### src/rtl/bmp180_pkg.sv
// bmp180_pkg -- shared constants and types for the BMP180 register-level
// responder: register addresses, command codes, conversion-time table,
// calibration ROM contents and the FSM state encodings.
package bmp180_pkg;

  // Register map
  localparam logic [7:0] ADDR_CAL_FIRST  = 8'hAA;
  localparam logic [7:0] ADDR_CAL_LAST   = 8'hBF;
  localparam logic [7:0] ADDR_CHIP_ID    = 8'hD0;
  localparam logic [7:0] ADDR_SOFT_RESET = 8'hE0;
  localparam logic [7:0] ADDR_CTRL_MEAS  = 8'hF4;
  localparam logic [7:0] ADDR_OUT_MSB    = 8'hF6;
  localparam logic [7:0] ADDR_OUT_LSB    = 8'hF7;
  localparam logic [7:0] ADDR_OUT_XLSB   = 8'hF8;

  localparam logic [7:0] CHIP_ID         = 8'h55;
  localparam logic [7:0] SOFT_RESET_CODE = 8'hB6;

  // Command codes written to ctrl_meas. Pressure commands carry oss in [7:6].
  localparam logic [7:0] CMD_TEMP       = 8'h2E;
  localparam logic [5:0] CMD_PRESS_LOW6 = 6'h34;

  // Conversion times in microseconds
  localparam int CONV_US_W = 15;
  localparam logic [CONV_US_W-1:0] TEMP_CONV_US = 15'd4500;
  localparam logic [3:0][CONV_US_W-1:0] PRESS_CONV_US =
    {15'd25500, 15'd13500, 15'd7500, 15'd4500};   // index = oss

  // Down-counter width: 25500 us * 50 cycles/us still fits in 21 bits.
  localparam int CONV_CNT_W = 21;

  // Reset value of the result registers
  localparam logic [7:0] OUT_MSB_RESET = 8'h80;

  // Calibration ROM, 11 words MSB first: AC1..AC6, B1, B2, MB, MC, MD
  localparam logic [22*8-1:0] CAL_ROM = {
    16'h0198, 16'hFFB8, 16'hC7D1, 16'h7FE5, 16'h7FF5, 16'h5A71,
    16'h182E, 16'h0004, 16'h8000, 16'hDDF9, 16'h0B34
  };

  // Byte idx (0 = address 0xAA) of the calibration ROM
  function automatic logic [7:0] cal_rom_byte(input logic [4:0] idx);
    int unsigned pos;
    pos = 21 - int'(idx);
    return CAL_ROM[pos*8 +: 8];
  endfunction

  typedef enum logic {
    BUS_WAIT_PTR = 1'b0,
    BUS_DATA     = 1'b1
  } bus_state_t;

  typedef enum logic {
    CONV_IDLE = 1'b0,
    CONV_BUSY = 1'b1
  } conv_state_t;

endpackage

### src/rtl/bmp180_conv_timer.sv
// bmp180_conv_timer -- conversion FSM and down-counter for the responder.
// A start pulse loads conv_us*CYCLES_PER_US-1 and drops eoc on the same
// edge; eoc rises exactly conv_us*CYCLES_PER_US cycles later, on the edge
// at which done is high (done is combinational so the result registers
// load on that very edge). abort returns everything to reset values.
// Ports:
//   clk, reset      clock, asynchronous active-low reset
//   start           accepted conversion start (ignored while busy)
//   conv_us         conversion time in microseconds, valid with start
//   abort           synchronous return to idle (soft reset)
//   eoc             1 when idle, 0 while converting (registered)
//   done            high in the last converting cycle
//   state           current conversion FSM state
module bmp180_conv_timer
  import bmp180_pkg::*;
#(
  parameter int CYCLES_PER_US = 50
) (
  input  logic                 clk,
  input  logic                 reset,
  input  logic                 start,
  input  logic [CONV_US_W-1:0] conv_us,
  input  logic                 abort,
  output logic                 eoc,
  output logic                 done,
  output conv_state_t          state
);

  localparam logic [CONV_CNT_W-1:0] CYC_PER_US = CONV_CNT_W'(CYCLES_PER_US);

  logic [CONV_CNT_W-1:0] cnt;

  assign done = (state == CONV_BUSY) && (cnt == '0) && !abort;

  always_ff @(posedge clk or negedge reset) begin
    if (!reset) begin
      state <= CONV_IDLE;
      cnt   <= '0;
      eoc   <= 1'b1;
    end else if (abort) begin
      state <= CONV_IDLE;
      cnt   <= '0;
      eoc   <= 1'b1;
    end else begin
      case (state)
        CONV_IDLE: begin
          if (start) begin
            state <= CONV_BUSY;
            cnt   <= CONV_CNT_W'(conv_us) * CYC_PER_US - CONV_CNT_W'(1);
            eoc   <= 1'b0;
          end
        end
        CONV_BUSY: begin
          if (cnt == '0) begin
            state <= CONV_IDLE;
            eoc   <= 1'b1;
          end else begin
            cnt <= cnt - CONV_CNT_W'(1);
          end
        end
        default: begin
          state <= CONV_IDLE;
          eoc   <= 1'b1;
        end
      endcase
    end
  end

endmodule

### src/rtl/bmp180_responder.sv
// bmp180_responder -- register-level BMP180 emulation behind a byte-level
// I2C slave. First byte after bus_start loads the register pointer; later
// written bytes go to reg[ptr] (only ctrl_meas, and 0xE0 when the soft
// reset option is built in, are writable); every byte moved in either
// direction advances the pointer. datasend is a registered copy of
// reg[ptr], so it settles two cycles after any pointer/register change.
//
// Handshake: bus_start, received and sended are single-cycle pulses from
// the slave; received carries datareceive. bus_start has priority over
// both, and received has priority over sended in the same cycle.
//
// Build option: define BMP180_SOFT_RESET_EN to make 0xE0 writable; writing
// 0xB6 there restores ctrl_meas, the result registers and the conversion
// FSM to their reset values (ptr and the bus FSM are untouched).
//
// Ports:
//   clk, reset     clock, asynchronous active-low reset
//   bus_start      START / repeated START addressed to this device
//   datareceive    byte written by the master, valid with received
//   received       datareceive valid pulse
//   datasend       byte returned on the next master read
//   sended         datasend was shifted out pulse
//   temp_raw       raw temperature sampled when a temperature result loads
//   press_raw      raw pressure sampled when a pressure result loads
//   eoc            end-of-conversion, low while converting
module bmp180_responder
  import bmp180_pkg::*;
#(
  parameter int CYCLES_PER_US = 50
) (
  input  logic        clk,
  input  logic        reset,
  input  logic        bus_start,
  input  logic [7:0]  datareceive,
  input  logic        received,
  output logic [7:0]  datasend,
  input  logic        sended,
  input  logic [15:0] temp_raw,
  input  logic [18:0] press_raw,
  output logic        eoc
);

  bus_state_t  bus_state;
  conv_state_t conv_state;

  logic [7:0] ptr;
  logic [7:0] ctrl_meas;
  logic [7:0] out_msb;
  logic [7:0] out_lsb;
  logic [7:0] out_xlsb;

  logic                 conv_done;
  logic                 soft_rst;
  logic                 reg_wr;
  logic                 ctrl_wr;
  logic                 is_temp_cmd;
  logic                 is_press_cmd;
  logic                 conv_start;
  logic [CONV_US_W-1:0] conv_us;
  logic [23:0]          press_word;
  logic [7:0]           rd_byte;

  // A data-phase write; the pointer-load byte is not a register write.
  assign reg_wr  = received && !bus_start && (bus_state == BUS_DATA);
  // ctrl_meas is frozen while a conversion runs.
  assign ctrl_wr = reg_wr && (ptr == ADDR_CTRL_MEAS) && eoc;

  assign is_temp_cmd  = (datareceive == CMD_TEMP);
  assign is_press_cmd = (datareceive[5:0] == CMD_PRESS_LOW6);
  assign conv_start   = ctrl_wr && (is_temp_cmd || is_press_cmd);
  assign conv_us      = is_temp_cmd ? TEMP_CONV_US : PRESS_CONV_US[datareceive[7:6]];

`ifdef BMP180_SOFT_RESET_EN
  assign soft_rst = reg_wr && (ptr == ADDR_SOFT_RESET) && (datareceive == SOFT_RESET_CODE);
`else
  assign soft_rst = 1'b0;
`endif

  // Pressure result: UP left-justified by (8 - oss), upper bits dropped.
  assign press_word = {5'b0, press_raw} << (4'd8 - {2'b00, ctrl_meas[7:6]});

  bmp180_conv_timer #(
    .CYCLES_PER_US(CYCLES_PER_US)
  ) u_timer (
    .clk    (clk),
    .reset  (reset),
    .start  (conv_start),
    .conv_us(conv_us),
    .abort  (soft_rst),
    .eoc    (eoc),
    .done   (conv_done),
    .state  (conv_state)
  );

  // Bus FSM and register pointer
  always_ff @(posedge clk or negedge reset) begin
    if (!reset) begin
      bus_state <= BUS_WAIT_PTR;
      ptr       <= 8'h00;
    end else if (bus_start) begin
      bus_state <= BUS_WAIT_PTR;
    end else if (received) begin
      if (bus_state == BUS_WAIT_PTR) begin
        ptr       <= datareceive;
        bus_state <= BUS_DATA;
      end else begin
        ptr <= ptr + 8'd1;
      end
    end else if (sended) begin
      ptr <= ptr + 8'd1;
    end
  end

  // ctrl_meas and result registers. ctrl_meas cannot change mid-conversion,
  // so at done it still holds the command that started the conversion.
  always_ff @(posedge clk or negedge reset) begin
    if (!reset) begin
      ctrl_meas <= 8'h00;
      out_msb   <= OUT_MSB_RESET;
      out_lsb   <= 8'h00;
      out_xlsb  <= 8'h00;
    end else if (soft_rst) begin
      ctrl_meas <= 8'h00;
      out_msb   <= OUT_MSB_RESET;
      out_lsb   <= 8'h00;
      out_xlsb  <= 8'h00;
    end else begin
      if (ctrl_wr) begin
        ctrl_meas <= datareceive;
      end
      if (conv_done) begin
        if (ctrl_meas == CMD_TEMP) begin
          out_msb  <= temp_raw[15:8];
          out_lsb  <= temp_raw[7:0];
          out_xlsb <= 8'h00;
        end else begin
          out_msb  <= press_word[23:16];
          out_lsb  <= press_word[15:8];
          out_xlsb <= press_word[7:0];
        end
      end
    end
  end

  // Read map; sco (bit 5 of ctrl_meas) reflects the live conversion state.
  always_comb begin
    rd_byte = 8'h00;
    if (ptr >= ADDR_CAL_FIRST && ptr <= ADDR_CAL_LAST) begin
      rd_byte = cal_rom_byte(5'(ptr - ADDR_CAL_FIRST));
    end else begin
      case (ptr)
        ADDR_CHIP_ID:   rd_byte = CHIP_ID;
        ADDR_CTRL_MEAS: rd_byte = {ctrl_meas[7:6], (conv_state == CONV_BUSY), ctrl_meas[4:0]};
        ADDR_OUT_MSB:   rd_byte = out_msb;
        ADDR_OUT_LSB:   rd_byte = out_lsb;
        ADDR_OUT_XLSB:  rd_byte = out_xlsb;
        default:        rd_byte = 8'h00;
      endcase
    end
  end

  always_ff @(posedge clk or negedge reset) begin
    if (!reset) begin
      datasend <= 8'h00;
    end else begin
      datasend <= rd_byte;
    end
  end

endmodule

### config.mk
export PLATFORM = sky130hd
export DESIGN_NAME = bmp180_responder
export DESIGN_NICKNAME = d
export VERILOG_FILES = /design/src/rtl/bmp180_pkg.sv /design/src/rtl/bmp180_conv_timer.sv /design/src/rtl/bmp180_responder.sv
export SDC_FILE = /design/constraint.sdc
export NUM_CORES = 1
export LEC_CHECK = 0
export BUFFER_PORTS_ARGS = -buffer_cell sky130_fd_sc_hd__buf_2
export CORE_AREA = 2 2 107 109
export DETAILED_ROUTE_END_ITERATION = 8
export DIE_AREA = 0 0 109 111
export PLACE_DENSITY_LB_ADDON = 0.08
export SETUP_SLACK_MARGIN = 0.4
export SYNTH_ARGS = -nofsm -noshare
export SYNTH_HDL_FRONTEND = slang
export SYNTH_SLANG_ARGS = --single-unit
### constraint.sdc
create_clock -name clk -period 3.1 [get_ports clk]
set_clock_uncertainty 0.2 [all_clocks]
set_input_delay 0.31 -clock clk [delete_from_list [all_inputs] [get_ports clk]]
set_output_delay 0.31 -clock clk [all_outputs]
set_load 0.1 [all_outputs]
==> flow_metrics.py <==
metrics = {
    "finish": {
        "multiInputGateArea_um2": 2870,
        "areaGrowthSynthToFinish_pct": 18.1,
        "fin_nets": 687,
        "drive_above_1_share_pct": 21.2,
        "diodes": 0,
        "num-fill-cells": 1028,
        "seqCellArea_um2": 1810,
        "fin_cells": 776,
    },
    "sta": {
        "relSlewSlack_pct": 56.3,
        "tns_ns": 0,
        "worst-slew-pin-transition_ns": 0.653,
        "min_period_ns": 2.61,
        "final-hold-violation-count": 0,
        "fin_crit_sh_pct": 84.1,
        "rsz0062_at_grt": "true",
        "setup_violations": 0,
        "hold_ws_ns": 0.0485,
        "drv_slew": 0,
        "fmax_mhz": 384,
    },
    "synthesis": {
        "synth_ff_type": "dfrtp_1",
        "syn_area_um2": 4850,
        "yosysUniqueCellTypes": 71,
        "synth_fp_nets": 629,
        "synthArstFlopShare_pct": 100,
        "yosys_warnings": 0,
        "synth_edf_count": 0,
        "synth_seq_cells": 72,
        "ys_seq_area_share_pct": 37.2,
        "postSynthAreaPerCell_um2": 8.49,
        "syn_inst": 571,
    },
    "routing": {
        "vias": 4536,
        "via_per_inst": 5.85,
        "drcViolationCount": 0,
        "wire_per_inst_um": 17.8,
        "first_pass_iters": 5,
        "drt_iter0_drc": 348,
        "ant_nets": 0,
        "wirelength_um": 13800,
    },
    "setup_path": {
        "startpoint": "u_timer.cnt[0]",
        "r2r_start": "u_timer.cnt[0]",
        "cp.required_ns": 3.13,
        "start_kind": "flop",
        "end_kind": "flop",
        "crit_fanout": 8,
        "cp.arrival_ns": 2.64,
        "critical_path_class": "flop to flop",
    },
    "die": {
        "die_width_um": 109,
        "std_cell_rows": 39,
        "ios": 57,
        "die_area_um2": 12100,
        "core_um2": 11100,
        "die_h_um": 111,
        "start_util_pct": 43.8,
    },
    "global_route": {
        "antenna_found_initial": 0,
        "grt_max_degree": 30,
        "grt_pass1_vias": 4422,
        "grt_pass1_wl_um": 22800,
        "grt-ovfl-total": 0,
        "track_usage_pct": 24.0,
    },
    "placement": {
        "portBuffers": 56,
        "dp.final_hpwl_um": 10100,
        "routabilityCongestion": 0.908,
        "dp.cells": 751,
    },
    "clock_network": {
        "htree_levels": 3,
        "clock-sinks": 72,
        "cts_buffers": 9,
        "tritoncts": "built",
        "ctsLongestPathBuffers": 2,
        "clock_latency_ns": 0.34,
        "cts_root_buf": "clkbuf_16",
        "clk_pin_slew_ns": 0.06,
    },
    "power_and_ir_drop": {
        "powerDensity_nw_per_um2": 586,
        "total_power_mw": 3.36,
        "p_leak_nw": 2.50,
        "ir_drop_v": 0.000427,
    },
    "worst_hold_path": {
        "hold_class": "input port to flop",
        "hold_start": "received",
    },
    "run_status": {
        "status": "finished, final reports clean",
    },
    "flow_run": {
        "maxCapViolCount": 0,
    },
}
## metrics by stage
stage	instance area (um^2)	utilization (%)	setup WS, ns
6_report	5730	51.7	0.493
5_1_grt	5730	51.7	0.350
2_1_floorplan	4850	-	0.454
3_5_place_dp	5300	47.8	0.191
3_3_place_gp	5300	47.8	0.182
4_1_cts	5640	50.9	0.404
## state kept, by name, summed over array words and instances (netlist names)
signal         count
datasend           8
u_timer.state      1
bus_state          1
ctrl_meas          8
out_xlsb           8
u_timer.eoc        1
ptr                8
out_lsb            8
u_timer.cnt       21
out_msb            8
## Yosys cell counts (5+ instances only)
cell / instances / share of area, %
mux2_1: 8 / 1.9
o22ai_1: 6 / 0.77
xnor2_1: 5 / 0.90
nor3_1: 16 / 1.7
o211ai_1: 12 / 1.9
nand2b_1: 5 / 0.65
inv_1: 14 / 1.1
or2_1: 5 / 0.65
mux4_2: 7 / 3.3
ha_1: 10 / 2.6
mux2i_1: 13 / 2.7
nand3_1: 19 / 2.0
nand2_1: 73 / 5.7
o21ai_0: 20 / 2.1
and2_1: 8 / 1.0
a31oi_1: 8 / 1.0
nor2_1: 54 / 4.2
buf_2: 6 / 0.62
dfrtp_1: 70 / 36
a21oi_1: 34 / 3.5
a222oi_1: 8 / 1.7
xor2_1: 5 / 0.90
nand4_1: 8 / 1.0
clkbuf_1: 31 / 2.4
a211oi_1: 11 / 1.7
o21ai_1: 27 / 2.8
or3_1: 6 / 0.77
nor2b_1: 6 / 0.77
## timing repair
action                                 in CTS  in global routing
cloned                                      0                  0
pin swaps                                   1                  3
hold buffers                                2                  0
setup endpoints to repair                  21                 31
buffers inserted                            2                  6
endpoints found under the hold margin      21                  0
resized for setup                           3                 12
## cell usage in the layout, fill, tap and decap left out, types with 8 or more instances in the layout
cell       count
o21ai_1       27
a21oi_1       34
nor3_1        15
clkbuf_16      9
nand3_1       19
a222oi_1       8
buf_4         27
mux2i_1       13
nand2_1       73
o211ai_1      12
o21ai_0       20
a211oi_1      11
buf_2         56
mux2_1         8
and2_1         8
nand4_1        8
nor2_1        54
a31oi_1        8
inv_1         13
dfrtp_1       69
## routing by layer
metal,track usage [%],wire length [um]
met5,0,0
met4,7.44,212
met3,4.00,600
met2,37.3,6620
met1,34.0,6390
## layout make-up
class	count	share of cell area, %
multi-input cells	442	50.1
flip-flops and latches	72	31.5
repair buffers	86	9.05
clock buffers	9	3.93
well taps	143	3.13
inverters	18	1.22
clock inverters	6	1.07
## report_power, final
part           leakage, nW  internal, mW  switching (mW)
registers            0.812         0.999          0.0612
clock network        0.141         0.615           0.401
logic                 1.55         0.463           0.817
## path summary, 6_finish.rpt
| path | end | slack, ns | cells after the start |
|---|---|---|---|
| hold reg to reg | out_msb[7] | 0.27 | 2 |
| max in group asynchronous | u_timer.eoc | 1.61 | 3 |
| setup reg to reg | out_xlsb[7] | 0.49 | 8 |
| min in group asynchronous | datasend[1] | 0.27 | 2 |
| hold / removal | bus_state | 0.05 | 3 |
| setup / recovery | out_xlsb[7] | 0.49 | 8 |
## cell families (layout without fill, tap and decap cells)
kind of cell | Yosys count | in the layout | synth area share [%]
flip-flops | 72 | 72 | 37.2
AO/OA/AOI/OAI | 165 | 165 | 22.3
buffers and inverters | 57 | 119 | 4.65
AND/OR/NAND/NOR | 226 | 226 | 22.9
XOR/XNOR | 10 | 10 | 1.81
adder cells (fa/ha/maj) | 10 | 10 | 2.58
multiplexers | 31 | 31 | 8.49
## worst max-delay path, cell delays in order (launching register included)
cell	delay [ns]
dfrtp_1	0.40
inv_1	0.09
ha_2	0.21
or4b_1	0.46
or2_4	0.28
nor3_4	0.29
nand3_4	0.18
buf_4	0.18
o31ai_1	0.23
(Power assumes the default switching activity.)
